[src/rtl/vrf_pkg.sv]
`default_nettype none
// ============================================================================
//  vrf_pkg : shared widths and record types for VRF bank read traffic
//  Revision: 1.0
// ============================================================================
package vrf_pkg;

    localparam int VS_W       = 5;
    localparam int OFFSET_W   = 3;
    localparam int INST_IDX_W = 3;

    // Widest source tag any read-port client may need (up to 16 requesters).
    localparam int SRC_MAX_W  = 4;

    typedef struct packed {
        logic [VS_W-1:0]       vs;
        logic [OFFSET_W-1:0]   offset;
        logic [INST_IDX_W-1:0] instructionIndex;
    } vrf_read_req_t;

    typedef struct packed {
        logic                  valid;
        logic [SRC_MAX_W-1:0]  src;
        logic [INST_IDX_W-1:0] instructionIndex;
    } vrf_read_tag_t;

endpackage
`default_nettype wire

[src/rtl/vrf_read_port_scheduler_if.sv]
`default_nettype none
// ============================================================================
//  vrf_read_port_scheduler_if : requester, bank-command and response bundle
//  Revision: 1.0
// ============================================================================
interface vrf_read_port_scheduler_if #(
    parameter int REQ_NUM = 4,
    parameter int DATA_W  = 32,
    parameter int SRC_W   = $clog2(REQ_NUM)
);
    logic [REQ_NUM-1:0]                      req_valid;
    logic [REQ_NUM-1:0]                      req_ready;
    logic [REQ_NUM*vrf_pkg::VS_W-1:0]        req_vs;
    logic [REQ_NUM*vrf_pkg::OFFSET_W-1:0]    req_offset;
    logic [REQ_NUM*vrf_pkg::INST_IDX_W-1:0]  req_instructionIndex;
    logic                                    write_busy;
    logic                                    vrf_read_valid;
    logic                                    vrf_read_ready;
    logic [vrf_pkg::VS_W-1:0]                vrf_read_vs;
    logic [vrf_pkg::OFFSET_W-1:0]            vrf_read_offset;
    logic [SRC_W-1:0]                        vrf_read_readSource;
    logic [vrf_pkg::INST_IDX_W-1:0]          vrf_read_instructionIndex;
    logic [DATA_W-1:0]                       vrf_rdata;
    logic [REQ_NUM-1:0]                      resp_valid;
    logic [DATA_W-1:0]                       resp_data;
    logic [vrf_pkg::INST_IDX_W-1:0]          resp_instructionIndex;

    // master: the scheduler itself; slave: requesters plus bank model
    modport master (
        input  req_valid, req_vs, req_offset, req_instructionIndex,
        input  write_busy, vrf_read_ready, vrf_rdata,
        output req_ready, vrf_read_valid, vrf_read_vs, vrf_read_offset,
        output vrf_read_readSource, vrf_read_instructionIndex,
        output resp_valid, resp_data, resp_instructionIndex
    );

    modport slave (
        output req_valid, req_vs, req_offset, req_instructionIndex,
        output write_busy, vrf_read_ready, vrf_rdata,
        input  req_ready, vrf_read_valid, vrf_read_vs, vrf_read_offset,
        input  vrf_read_readSource, vrf_read_instructionIndex,
        input  resp_valid, resp_data, resp_instructionIndex
    );

endinterface
`default_nettype wire

[src/rtl/vrf_read_port_scheduler_rr_grant.sv]
`default_nettype none
// ============================================================================
//  rr_grant_onehot : round-robin pick, searched upward from prio_ptr, wrapping
//  Revision: 1.0
// ============================================================================
module rr_grant_onehot #(
    parameter int REQ_NUM = 4,
    parameter int SRC_W   = $clog2(REQ_NUM)
) (
    input  logic [REQ_NUM-1:0] valid,
    input  logic [SRC_W-1:0]   prio_ptr,
    output logic [REQ_NUM-1:0] grant,
    output logic [SRC_W-1:0]   grant_idx,
    output logic               any
);

    logic [SRC_W:0] idx;
    logic           found;

    // One extra bit holds prio_ptr+k before the explicit wrap, so REQ_NUM
    // need not be a power of two.
    always_comb begin
        grant     = '0;
        grant_idx = '0;
        found     = 1'b0;
        idx       = '0;
        for (int k = 0; k < REQ_NUM; k++) begin
            idx = {1'b0, prio_ptr} + (SRC_W+1)'(k);
            if (idx >= (SRC_W+1)'(REQ_NUM)) begin
                idx = idx - (SRC_W+1)'(REQ_NUM);
            end
            if (!found && valid[idx[SRC_W-1:0]]) begin
                found                    = 1'b1;
                grant[idx[SRC_W-1:0]]    = 1'b1;
                grant_idx                = idx[SRC_W-1:0];
            end
        end
    end

    assign any = |valid;

endmodule
`default_nettype wire

[src/rtl/vrf_read_port_scheduler.sv]
`default_nettype none
// ============================================================================
//  vrf_read_port_scheduler : round-robin sharing of one VRF bank read port,
//  with tagged fixed-latency response routing. Optional starvation guard
//  enabled by defining VRF_READ_STARVE_GUARD_EN.
//  Revision: 1.0
// ============================================================================
module vrf_read_port_scheduler
    import vrf_pkg::*;
#(
    parameter int REQ_NUM      = 4,
    parameter int SRC_W        = $clog2(REQ_NUM),
    parameter int READ_LATENCY = 2,
    parameter int DATA_W       = 32,
    parameter int STARVE_LIMIT = 8
) (
    input  logic                      clock,
    input  logic                      reset,
    vrf_read_port_scheduler_if.master bus
);

    localparam int REQ_BITS = $bits(vrf_read_req_t);

    if (READ_LATENCY < 1 || STARVE_LIMIT < 1 || REQ_NUM < 2 || REQ_NUM > 16) begin : g_param_check
        $error("vrf_read_port_scheduler: illegal parameter set");
    end

    logic                 issue_en;
    logic                 fire;
    logic [REQ_NUM-1:0]   rr_grant;
    logic [SRC_W-1:0]     rr_idx;
    logic                 rr_any;
    logic [REQ_NUM-1:0]   grant;
    logic [SRC_W-1:0]     grant_idx;
    logic [REQ_NUM-1:0]   req_ready;
    logic [SRC_W-1:0]     prio_ptr_q;
    logic [SRC_W-1:0]     prio_ptr_d;
    vrf_read_req_t        req [REQ_NUM];
    logic [REQ_BITS-1:0]  cmd_bits;
    vrf_read_req_t        cmd;
    vrf_read_tag_t        tag_q [READ_LATENCY];
    vrf_read_tag_t        tag_d [READ_LATENCY];
    vrf_read_tag_t        tag_out;
    logic [REQ_NUM-1:0]   resp_onehot;

    assign issue_en = ~bus.write_busy;

    always_comb begin
        for (int i = 0; i < REQ_NUM; i++) begin
            req[i].vs               = bus.req_vs[VS_W*i +: VS_W];
            req[i].offset           = bus.req_offset[OFFSET_W*i +: OFFSET_W];
            req[i].instructionIndex = bus.req_instructionIndex[INST_IDX_W*i +: INST_IDX_W];
        end
    end

    rr_grant_onehot #(
        .REQ_NUM (REQ_NUM),
        .SRC_W   (SRC_W)
    ) u_rr (
        .valid     (bus.req_valid),
        .prio_ptr  (prio_ptr_q),
        .grant     (rr_grant),
        .grant_idx (rr_idx),
        .any       (rr_any)
    );

`ifdef VRF_READ_STARVE_GUARD_EN
    localparam int               CNT_W     = $clog2(STARVE_LIMIT + 1);
    localparam logic [CNT_W-1:0] CNT_LIMIT = CNT_W'(STARVE_LIMIT);

    logic [CNT_W-1:0] wait_cnt_q [REQ_NUM];
    logic [CNT_W-1:0] wait_cnt_d [REQ_NUM];

    // Downward scan so the lowest starved index is the one left standing.
    always_comb begin
        grant     = rr_grant;
        grant_idx = rr_idx;
        for (int i = REQ_NUM - 1; i >= 0; i--) begin
            if (bus.req_valid[i] && (wait_cnt_q[i] >= CNT_LIMIT)) begin
                grant     = '0;
                grant[i]  = 1'b1;
                grant_idx = SRC_W'(i);
            end
        end
    end

    always_comb begin
        for (int i = 0; i < REQ_NUM; i++) begin
            wait_cnt_d[i] = wait_cnt_q[i];
            if (!bus.req_valid[i] || req_ready[i]) begin
                wait_cnt_d[i] = '0;
            end else if (issue_en && (wait_cnt_q[i] != '1)) begin
                wait_cnt_d[i] = wait_cnt_q[i] + CNT_W'(1);
            end
        end
    end

    always_ff @(posedge clock) begin
        for (int i = 0; i < REQ_NUM; i++) begin
            if (reset) begin
                wait_cnt_q[i] <= '0;
            end else begin
                wait_cnt_q[i] <= wait_cnt_d[i];
            end
        end
    end
`else
    assign grant     = rr_grant;
    assign grant_idx = rr_idx;
`endif

    // AND-OR mux: a zero grant vector yields all-zero command fields.
    always_comb begin
        cmd_bits = '0;
        for (int i = 0; i < REQ_NUM; i++) begin
            cmd_bits = cmd_bits | (req[i] & {REQ_BITS{grant[i]}});
        end
    end
    assign cmd = vrf_read_req_t'(cmd_bits);

    assign bus.vrf_read_valid            = issue_en & rr_any;
    assign bus.vrf_read_vs               = cmd.vs;
    assign bus.vrf_read_offset           = cmd.offset;
    assign bus.vrf_read_instructionIndex = cmd.instructionIndex;
    assign bus.vrf_read_readSource       = grant_idx;

    assign req_ready     = grant & {REQ_NUM{issue_en & bus.vrf_read_ready}};
    assign bus.req_ready = req_ready;
    assign fire          = bus.vrf_read_valid & bus.vrf_read_ready;

    always_comb begin
        prio_ptr_d = prio_ptr_q;
        if (fire) begin
            prio_ptr_d = (grant_idx == SRC_W'(REQ_NUM - 1)) ? '0 : grant_idx + SRC_W'(1);
        end
    end

    always_comb begin
        tag_d[0] = '0;
        if (fire) begin
            tag_d[0].valid            = 1'b1;
            tag_d[0].src              = SRC_MAX_W'(grant_idx);
            tag_d[0].instructionIndex = cmd.instructionIndex;
        end
        for (int s = 1; s < READ_LATENCY; s++) begin
            tag_d[s] = tag_q[s-1];
        end
    end

    always_ff @(posedge clock) begin
        if (reset) begin
            prio_ptr_q <= '0;
            for (int s = 0; s < READ_LATENCY; s++) begin
                tag_q[s] <= '0;
            end
        end else begin
            prio_ptr_q <= prio_ptr_d;
            for (int s = 0; s < READ_LATENCY; s++) begin
                tag_q[s] <= tag_d[s];
            end
        end
    end

    assign tag_out = tag_q[READ_LATENCY-1];

    always_comb begin
        resp_onehot = '0;
        for (int i = 0; i < REQ_NUM; i++) begin
            resp_onehot[i] = tag_out.valid && (tag_out.src == SRC_MAX_W'(i));
        end
    end

    assign bus.resp_valid            = resp_onehot;
    assign bus.resp_instructionIndex = tag_out.instructionIndex;
    assign bus.resp_data             = bus.vrf_rdata;

endmodule
`default_nettype wire

[src/flat_wrapper.sv]
// flat-port wrapper written by rule: the top's interface ports become plain ports
module vrf_read_port_scheduler_flat import vrf_pkg::*;
#(
    parameter int REQ_NUM      = 4,
    parameter int SRC_W        = $clog2(REQ_NUM),
    parameter int READ_LATENCY = 2,
    parameter int DATA_W       = 32,
    parameter int STARVE_LIMIT = 8
)
  (clock, reset, bus_req_valid, bus_req_vs, bus_req_offset, bus_req_instructionIndex, bus_write_busy, bus_vrf_read_ready, bus_vrf_rdata, bus_req_ready, bus_vrf_read_valid, bus_vrf_read_vs, bus_vrf_read_offset, bus_vrf_read_readSource, bus_vrf_read_instructionIndex, bus_resp_valid, bus_resp_data, bus_resp_instructionIndex);
  vrf_read_port_scheduler_if #(.REQ_NUM(REQ_NUM), .DATA_W(DATA_W), .SRC_W(SRC_W)) bus_i ();
  input  logic clock;
  input  logic reset;
  input wire logic [$bits(bus_i.req_valid)-1:0] bus_req_valid;
  input wire logic [$bits(bus_i.req_vs)-1:0] bus_req_vs;
  input wire logic [$bits(bus_i.req_offset)-1:0] bus_req_offset;
  input wire logic [$bits(bus_i.req_instructionIndex)-1:0] bus_req_instructionIndex;
  input wire logic [$bits(bus_i.write_busy)-1:0] bus_write_busy;
  input wire logic [$bits(bus_i.vrf_read_ready)-1:0] bus_vrf_read_ready;
  input wire logic [$bits(bus_i.vrf_rdata)-1:0] bus_vrf_rdata;
  output wire logic [$bits(bus_i.req_ready)-1:0] bus_req_ready;
  output wire logic [$bits(bus_i.vrf_read_valid)-1:0] bus_vrf_read_valid;
  output wire logic [$bits(bus_i.vrf_read_vs)-1:0] bus_vrf_read_vs;
  output wire logic [$bits(bus_i.vrf_read_offset)-1:0] bus_vrf_read_offset;
  output wire logic [$bits(bus_i.vrf_read_readSource)-1:0] bus_vrf_read_readSource;
  output wire logic [$bits(bus_i.vrf_read_instructionIndex)-1:0] bus_vrf_read_instructionIndex;
  output wire logic [$bits(bus_i.resp_valid)-1:0] bus_resp_valid;
  output wire logic [$bits(bus_i.resp_data)-1:0] bus_resp_data;
  output wire logic [$bits(bus_i.resp_instructionIndex)-1:0] bus_resp_instructionIndex;
  assign bus_i.req_valid = bus_req_valid;
  assign bus_i.req_vs = bus_req_vs;
  assign bus_i.req_offset = bus_req_offset;
  assign bus_i.req_instructionIndex = bus_req_instructionIndex;
  assign bus_i.write_busy = bus_write_busy;
  assign bus_i.vrf_read_ready = bus_vrf_read_ready;
  assign bus_i.vrf_rdata = bus_vrf_rdata;
  assign bus_req_ready = bus_i.req_ready;
  assign bus_vrf_read_valid = bus_i.vrf_read_valid;
  assign bus_vrf_read_vs = bus_i.vrf_read_vs;
  assign bus_vrf_read_offset = bus_i.vrf_read_offset;
  assign bus_vrf_read_readSource = bus_i.vrf_read_readSource;
  assign bus_vrf_read_instructionIndex = bus_i.vrf_read_instructionIndex;
  assign bus_resp_valid = bus_i.resp_valid;
  assign bus_resp_data = bus_i.resp_data;
  assign bus_resp_instructionIndex = bus_i.resp_instructionIndex;
  vrf_read_port_scheduler #(.REQ_NUM(REQ_NUM), .SRC_W(SRC_W), .READ_LATENCY(READ_LATENCY), .DATA_W(DATA_W), .STARVE_LIMIT(STARVE_LIMIT)) u_core (.clock(clock), .reset(reset), .bus(bus_i));
endmodule
[config.mk]
export PLATFORM = sky130hd
export DESIGN_NAME = vrf_read_port_scheduler_flat
export DESIGN_NICKNAME = d
export VERILOG_FILES = /design/src/rtl/vrf_pkg.sv /design/src/rtl/vrf_read_port_scheduler_if.sv /design/src/rtl/vrf_read_port_scheduler_rr_grant.sv /design/src/rtl/vrf_read_port_scheduler.sv /design/src/flat_wrapper.sv
export SDC_FILE = /design/constraint.sdc
export NUM_CORES = 1
export LEC_CHECK = 0
export ABC_AREA = 1
export CAP_MARGIN = 10
export CORE_ASPECT_RATIO = 1.25
export CORE_MARGIN = 4
export CORE_UTILIZATION = 35
export CTS_CLUSTER_SIZE = 12
export DETAILED_ROUTE_END_ITERATION = 8
export GPL_ROUTABILITY_DRIVEN = 0
export PLACE_DENSITY_LB_ADDON = 0.25
export SKIP_CTS_REPAIR_TIMING = 1
export SYNTH_ARGS = -nofsm -noshare
export SYNTH_HDL_FRONTEND = slang
export SYNTH_HIERARCHICAL = 1
export SYNTH_SLANG_ARGS = --single-unit
[constraint.sdc]
create_clock -name clock -period 6.4 [get_ports clock]
set_clock_uncertainty 0.1 [all_clocks]
set_input_delay 0.64 -clock clock [delete_from_list [all_inputs] [get_ports clock]]
set_output_delay 0.64 -clock clock [all_outputs]
set_load 0.02 [all_outputs]
==> reports/qor.yml, run 1 <==
status:
  status: "completed"
drt:
  wl_per_cell_um: 12.0
  drtIter0Drc: 96
  ant_nets: 0
  viasPerCell: 4.61
  vias: 1623
  routed_wl_um: 4210
  first_pass_iters: 5
  drc_errors: 0
yosys:
  syn-instance-count: 254
  syn_nets: 344
  ys_types: 24
  synth_area_sq_um: 1610
  yosysSeqAreaShare: 0.174
  synthTopCellsByArea: "dfxtp_1 (17%), buf_4 (16%), nand2_1 (16%)"
  ys_warn_count: 6
  synth_top_area_frac: 0.174
  synth-seq-cells: 14
  synth_top_cell_by_area: "dfxtp_1"
  avgSynthCellArea_sq_um: 6.35
sta:
  period_share: 0.646
  max_freq_ghz: 0.242
  rsz0062_at_grt: "false"
  worst_slack_ns: 2.26
  fin_crit_ns: 4.14
  relSlewSlack: 0.602
  finalSetupTns_ns: 0
  drv_slew: 0
  setup_violations: 0
  hold_viol: 0
  worstMarginPinSlew_ns: 0.597
critical_path:
  crit_path_max_incr_delay_ns: 0.70
  cp-end-kind: "primary output"
  crit_required_ns: 5.66
  worstSetupStartpointType: "flip-flop"
  crit_chain: "inv_8 > ha_1 > inv_1 > nand3_1 > nand2_1 > nor2_2 > a21oi_1 > nand3_1 > nand2_1 > nand2_1 > nor2_1 > inv_1 > clkdlybuf4s50_1"
  critical_path.max_fanout: 12
  cp_data_arrival_time_ns: 3.40
  path_class: "flip-flop to primary output"
  crit_top_cell: "nand2_1"
  cp_slowest_cell: "dfxtp_1"
power_and_ir_drop:
  switching_share: 0.413
  leakagePower_nw: 0.976
  p_comb_frac: 0.614
  ir_drop_v: 0.000114
  report.power.total_mw: 0.466
  netSwitchingPower_mw: 0.193
  intPower_mw: 0.274
  pwr-share-clk: 0.178
  seqPwrFrac: 0.208
  power_density_nw_per_um2: 214
floorplanning:
  start_util: 0.365
  die_area_sq_um: 5770
  fp-row-count: 27
  die_w_um: 68.7
  die-height_um: 83.9
  core_sq_um: 4430
  io_pins: 141
clocking:
  cts_sinks: 14
  clock_latency_ns: 0.24
  cts-root-buf: "clkbuf_8"
  ctsHtreeMaxLevel: 1
  cts_tree: "built"
  path_clk_slew_ns: 0.05
  clock_path_buffers: 2
  cts_buffers: 3
global_route:
  grt_max_degree: 13
  grt_antenna_before_repair: 0
  track_usage: 0.150
  grt_pass1_wl_um: 6840
  grt_pass1_vias: 1558
  globalRouteOverflowTotal: 0
layout:
  nets: 385
  diodes: 0
  layout-drive-gt1-share: 0.0714
  syn2layout_area_growth_pct: 35.3
  final_util: 0.493
placed_design:
  dp.final_hpwl_um: 3420
  io_buffers: 76
  dp_slack_ns: 2.49
job:
  drv_cap: 0
min_path:
  worst_hold_path_type: "flip-flop to flip-flop"
-- area by class of cell --
type | count | area, sq um
fillers | 442 | 2240
inverters | 35 | 153
well taps | 58 | 72.6
flip-flops and latches | 14 | 280
multi-input cells | 165 | 862
repair buffers | 76 | 761
clock buffers | 4 | 55.1
-- worst paths after layout --
kind / from / endpoint / slack (ns) / cells after the start
worst max-delay path: u_core/prio_ptr_q[0] / bus_vrf_read_instructionIndex[1] / 2.26 / 13
worst min-delay path: u_core/tag_q[0][4] / u_core/tag_q[0][12] / 0.30 / 2
worst max register to register: u_core/prio_ptr_q[0] / u_core/tag_q[0][1] / 3.57 / 12
worst min register to register: u_core/tag_q[0][4] / u_core/tag_q[0][12] / 0.30 / 2
-- flip-flops by register name, summed over array words and instances (netlist names) --
name	flops
u_core/tag_q	12
u_core/prio_ptr_q	2
-- through the flow --
| stage | instance area (sq um) | std cells | hold slack [ns] |
|---|---|---|---|
| global route | 2180 | 352 | 0.327 |
| CTS | 2180 | 352 | 0.301 |
| global placement | 2130 | 348 | 0.289 |
| detailed placement | 2130 | 348 | 0.293 |
| floorplan | 1610 | 254 | 0.288 |
| finish | 2180 | 352 | 0.299 |
-- critical path: cells and delay by family (launching register included) --
family                     cells  cell delay [ns]
DFF                            1             0.70
AOI/OAI and AO/OA              1             0.12
and+or+nand+nor                7             1.11
adders and majority gates      1             0.39
buffers and inverters          4             0.84
-- cells in the final DEF, fill, tap and decap left out, types with 2 or more instances in the layout --
cell             count
clkdlybuf4s50_1     76
nand2_1             70
inv_1               32
nor2_1              28
nand3_1             23
dfxtp_1             14
nand4_1              9
ha_1                 6
a21oi_1              5
clkbuf_8             4
nor3_1               4
nand2_2              4
a21boi_0             4
nand3_2              2
nand2_4              2
nand2_8              2
o21ai_0              2
-- power by group through the flow --
stage / logic [mW] / clock network (mW) / registers [mW]
2_1_floorplan: 0.208 / 0 / 0.0962
3_3_place_gp: 0.286 / 0 / 0.0992
3_5_place_dp: 0.288 / 0 / 0.0990
4_1_cts: 0.289 / 0.0853 / 0.0973
5_1_grt: 0.315 / 0.0904 / 0.0979
6_report: 0.286 / 0.0831 / 0.0970
-- per-layer routing --
metal / share of wire / GRT usage / up-vias
met3: 0.070 / 0.0283 / 8
li1: - / - / 835
met1: 0.37 / 0.161 / 722
met4: 0.017 / 0.0496 / 0
met5: 0 / 0 / -
met2: 0.54 / 0.279 / 58
-- kinds of logic after synthesis --
group	after synthesis	share of synthesized area
simple gates	148	0.447
buf+inv	75	0.292
flops	14	0.174
compound gates	11	0.0403
fa+ha+maj	6	0.0465
-- synth_stat cells (all sizes together) --
| cell | number |
|---|---|
| buf | 40 |
| nand2 | 78 |
| inv | 34 |
| bufinv | 1 |
| o21ai | 2 |
| nor3 | 4 |
| dfxtp | 14 |
| ha | 6 |
| nand4 | 9 |
| nand3 | 26 |
| a21oi | 5 |
| a21boi | 4 |
| nor2 | 31 |
(Power assumes the default switching activity.)
==> run 2: changes to the inputs <==
Settings changed: CORE_UTILIZATION 35 to 32.
Clock period 6.4 ns to 4.1 ns, I/O delays scaled along.
==> reports/qor.yml, run 2 (same netlist as run 1, synthesis figures left out) <==
status:
  status: "completed"
power_and_ir_drop:
  power_density_nw_per_um2: 335  # +57%
  ir_drop_v: 0.000162  # +42%
  report.power.total_mw: 0.737  # +58%
  leakagePower_nw: 0.986  # +1.1%
job:
  drv_cap: 0  # unchanged
layout:
  seq_area_sq_um: 280  # unchanged
  multiInputGateArea_sq_um: 862  # unchanged
  final_common_cell: "clkdlybuf4s50_1"
  diodes: 0  # unchanged
  final_util: 0.459  # -0.0348
  syn2layout_area_growth_pct: 36.4
  reg_top3: "u_core/tag_q: 12 flops, u_core/prio_ptr_q: 2 flops"
  fill_cells: 522  # +18%
  nets: 387  # +0.52%
  regMostFlops: "u_core/tag_q"
  layout_common_cells: "clkdlybuf4s50_1 (76), nand2_1 (70), inv_1 (32)"
  fin_cells: 356  # +1.1%
  layout-drive-gt1-share: 0.0777  # +0.00627
  largest_reg_flops: 12  # unchanged
clocking:
  path_clk_slew_ns: 0.06  # about the same
  clock_path_buffers: 2  # unchanged
  cts-root-buf: "clkbuf_8"
  clock_latency_ns: 0.25  # about the same
  cts_tree: "built"
  cts_buffers: 3  # unchanged
  cts_sinks: 14  # unchanged
  ctsHtreeMaxLevel: 1  # unchanged
placed_design:
  placedCellCount: 352  # +1.1%
  dp.final_hpwl_um: 3720  # +8.8%
  io_buffers: 76  # unchanged
  dp_slack_ns: 0.603  # -1.89 ns
sta:
  setup_violations: 0  # unchanged
  relSlewSlack: 0.664  # +0.0619
  period_share: 0.913
  worstMarginPinSlew_ns: 0.503  # -0.0935 ns
  finalSetupTns_ns: 0  # unchanged
  worst_slack_ns: 0.357  # -1.91 ns
  fin_crit_ns: 3.74
  hold_viol: 0  # unchanged
  max_freq_ghz: 0.267
  rsz0062_at_grt: "false"
  drv_slew: 0  # unchanged
floorplanning:
  fp-row-count: 28  # +3.7%
  start_util: 0.336  # -0.0284
  die_area_sq_um: 6250  # +8.4%
  die_w_um: 71.5  # +4.0%
  core_sq_um: 4800  # +8.5%
  io_pins: 141  # unchanged
  die-height_um: 87.4  # +4.1%
critical_path:
  crit_top_cell: "nand2_1"
  crit_path_max_incr_delay_ns: 0.54  # -0.16 ns
  regToRegSetupSlack_ns: 1.46  # -2.11 ns
  timing.rr.end: "u_core/tag_q[0][0]"
  critPathTopFamily: "simple AND/OR/NAND/NOR gates"
  cp-startpoint: "u_core/prio_ptr_q[1]"
  worstReg2RegStart: "u_core/prio_ptr_q[1]"
  worstSetupStartpointType: "flip-flop"
  critical_path.max_fanout: 12  # unchanged
  crit_required_ns: 3.59  # -2.07 ns
  cp-end-kind: "primary output"
  crit_chain: "bufinv_8 > ha_1 > inv_1 > nand3_1 > nand2_1 > nor2_2 > a21oi_1 > nand3_1 > nand2_1 > nand2_1 > nor2_1 > inv_1 > clkdlybuf4s50_1"
  cp_num_buf_inv: 4  # unchanged
  r2r_cells: 12  # unchanged
  cp_data_arrival_time_ns: 3.23  # -0.17 ns
  path_class: "flip-flop to primary output"
  cp_slowest_cell: "clkdlybuf4s50_1"
drt:
  vias: 1623  # unchanged
  routed_wl_um: 4550  # +8.0%
  viasPerCell: 4.56  # -1.1%
  drtIter0Drc: 109  # +14%
  drc_errors: 0  # unchanged
  wl_per_cell_um: 12.8  # +6.8%
  first_pass_iters: 5  # unchanged
  ant_nets: 0  # unchanged
global_route:
  grt_pass1_wl_um: 7190  # +5.1%
  globalRouteOverflowTotal: 0  # unchanged
  grt_max_degree: 13  # unchanged
  track_usage: 0.145  # -0.00503
  grt_pass1_vias: 1590  # +2.1%
  grt_antenna_before_repair: 0  # unchanged
min_path:
  holdPathStages: 2  # unchanged
  hold_end: "u_core/tag_q[0][9]"
  min_from: "u_core/tag_q[0][1]"
  worst_hold_path_type: "flip-flop to flip-flop"
[run 2: changes by cell type in the layout (fill, tap and decap cells not counted)]
cell,before,now
buf_4,0,2
[run 2: worst min-delay path: stages (launching register included)]
cell     delay (ns)
dfxtp_1        0.30
inv_1          0.04
nor2_1         0.03
[run 2: worst max path at each step]
stage / endpoint / slack (ns) / cells after the start
2_1_floorplan: bus_req_ready[0] / 1.55 / 11
3_3_place_gp: bus_vrf_read_instructionIndex[0] / 0.61 / 13
3_5_place_dp: bus_vrf_read_instructionIndex[0] / 0.60 / 13
4_1_cts: bus_vrf_read_instructionIndex[0] / 0.31 / 13
5_1_grt: bus_vrf_read_instructionIndex[0] / 0.05 / 13
6_report: bus_vrf_read_instructionIndex[0] / 0.36 / 13
[run 2: area by class of cell]
type / count / area share
timing repair buffer: 78 / 0.352
multi-input combinational: 165 / 0.392
inverter: 35 / 0.0694
tap: 60 / 0.0341
clock buffer: 4 / 0.0250
sequential: 14 / 0.127
[run 2: routing by layer]
layer / part of all wire / global-route usage / routed length, um / vias to the layer above
li1: - / - / - / 837
met1: 0.39 / 0.156 / 1780 / 717
met2: 0.53 / 0.268 / 2410 / 60
met3: 0.064 / 0.0277 / 289 / 9
met4: 0.016 / 0.0684 / 72 / 0
met5: 0 / 0 / 0 / -
[run 2: power breakdown]
part | switching, mW | internal, mW | leakage [nW]
Clock | 0.0500 | 0.0851 | 0.0288
Sequential | 0.00559 | 0.143 | 0.114
Combinational | 0.250 | 0.203 | 0.843
[run 2: metrics by stage]
step,cell area (sq um),hold slack [ns]
CTS,2200,0.306
floorplan,1610,0.288
detailed placement,2150,0.292
global placement,2150,0.290
global route,2200,0.317
finish,2200,0.306
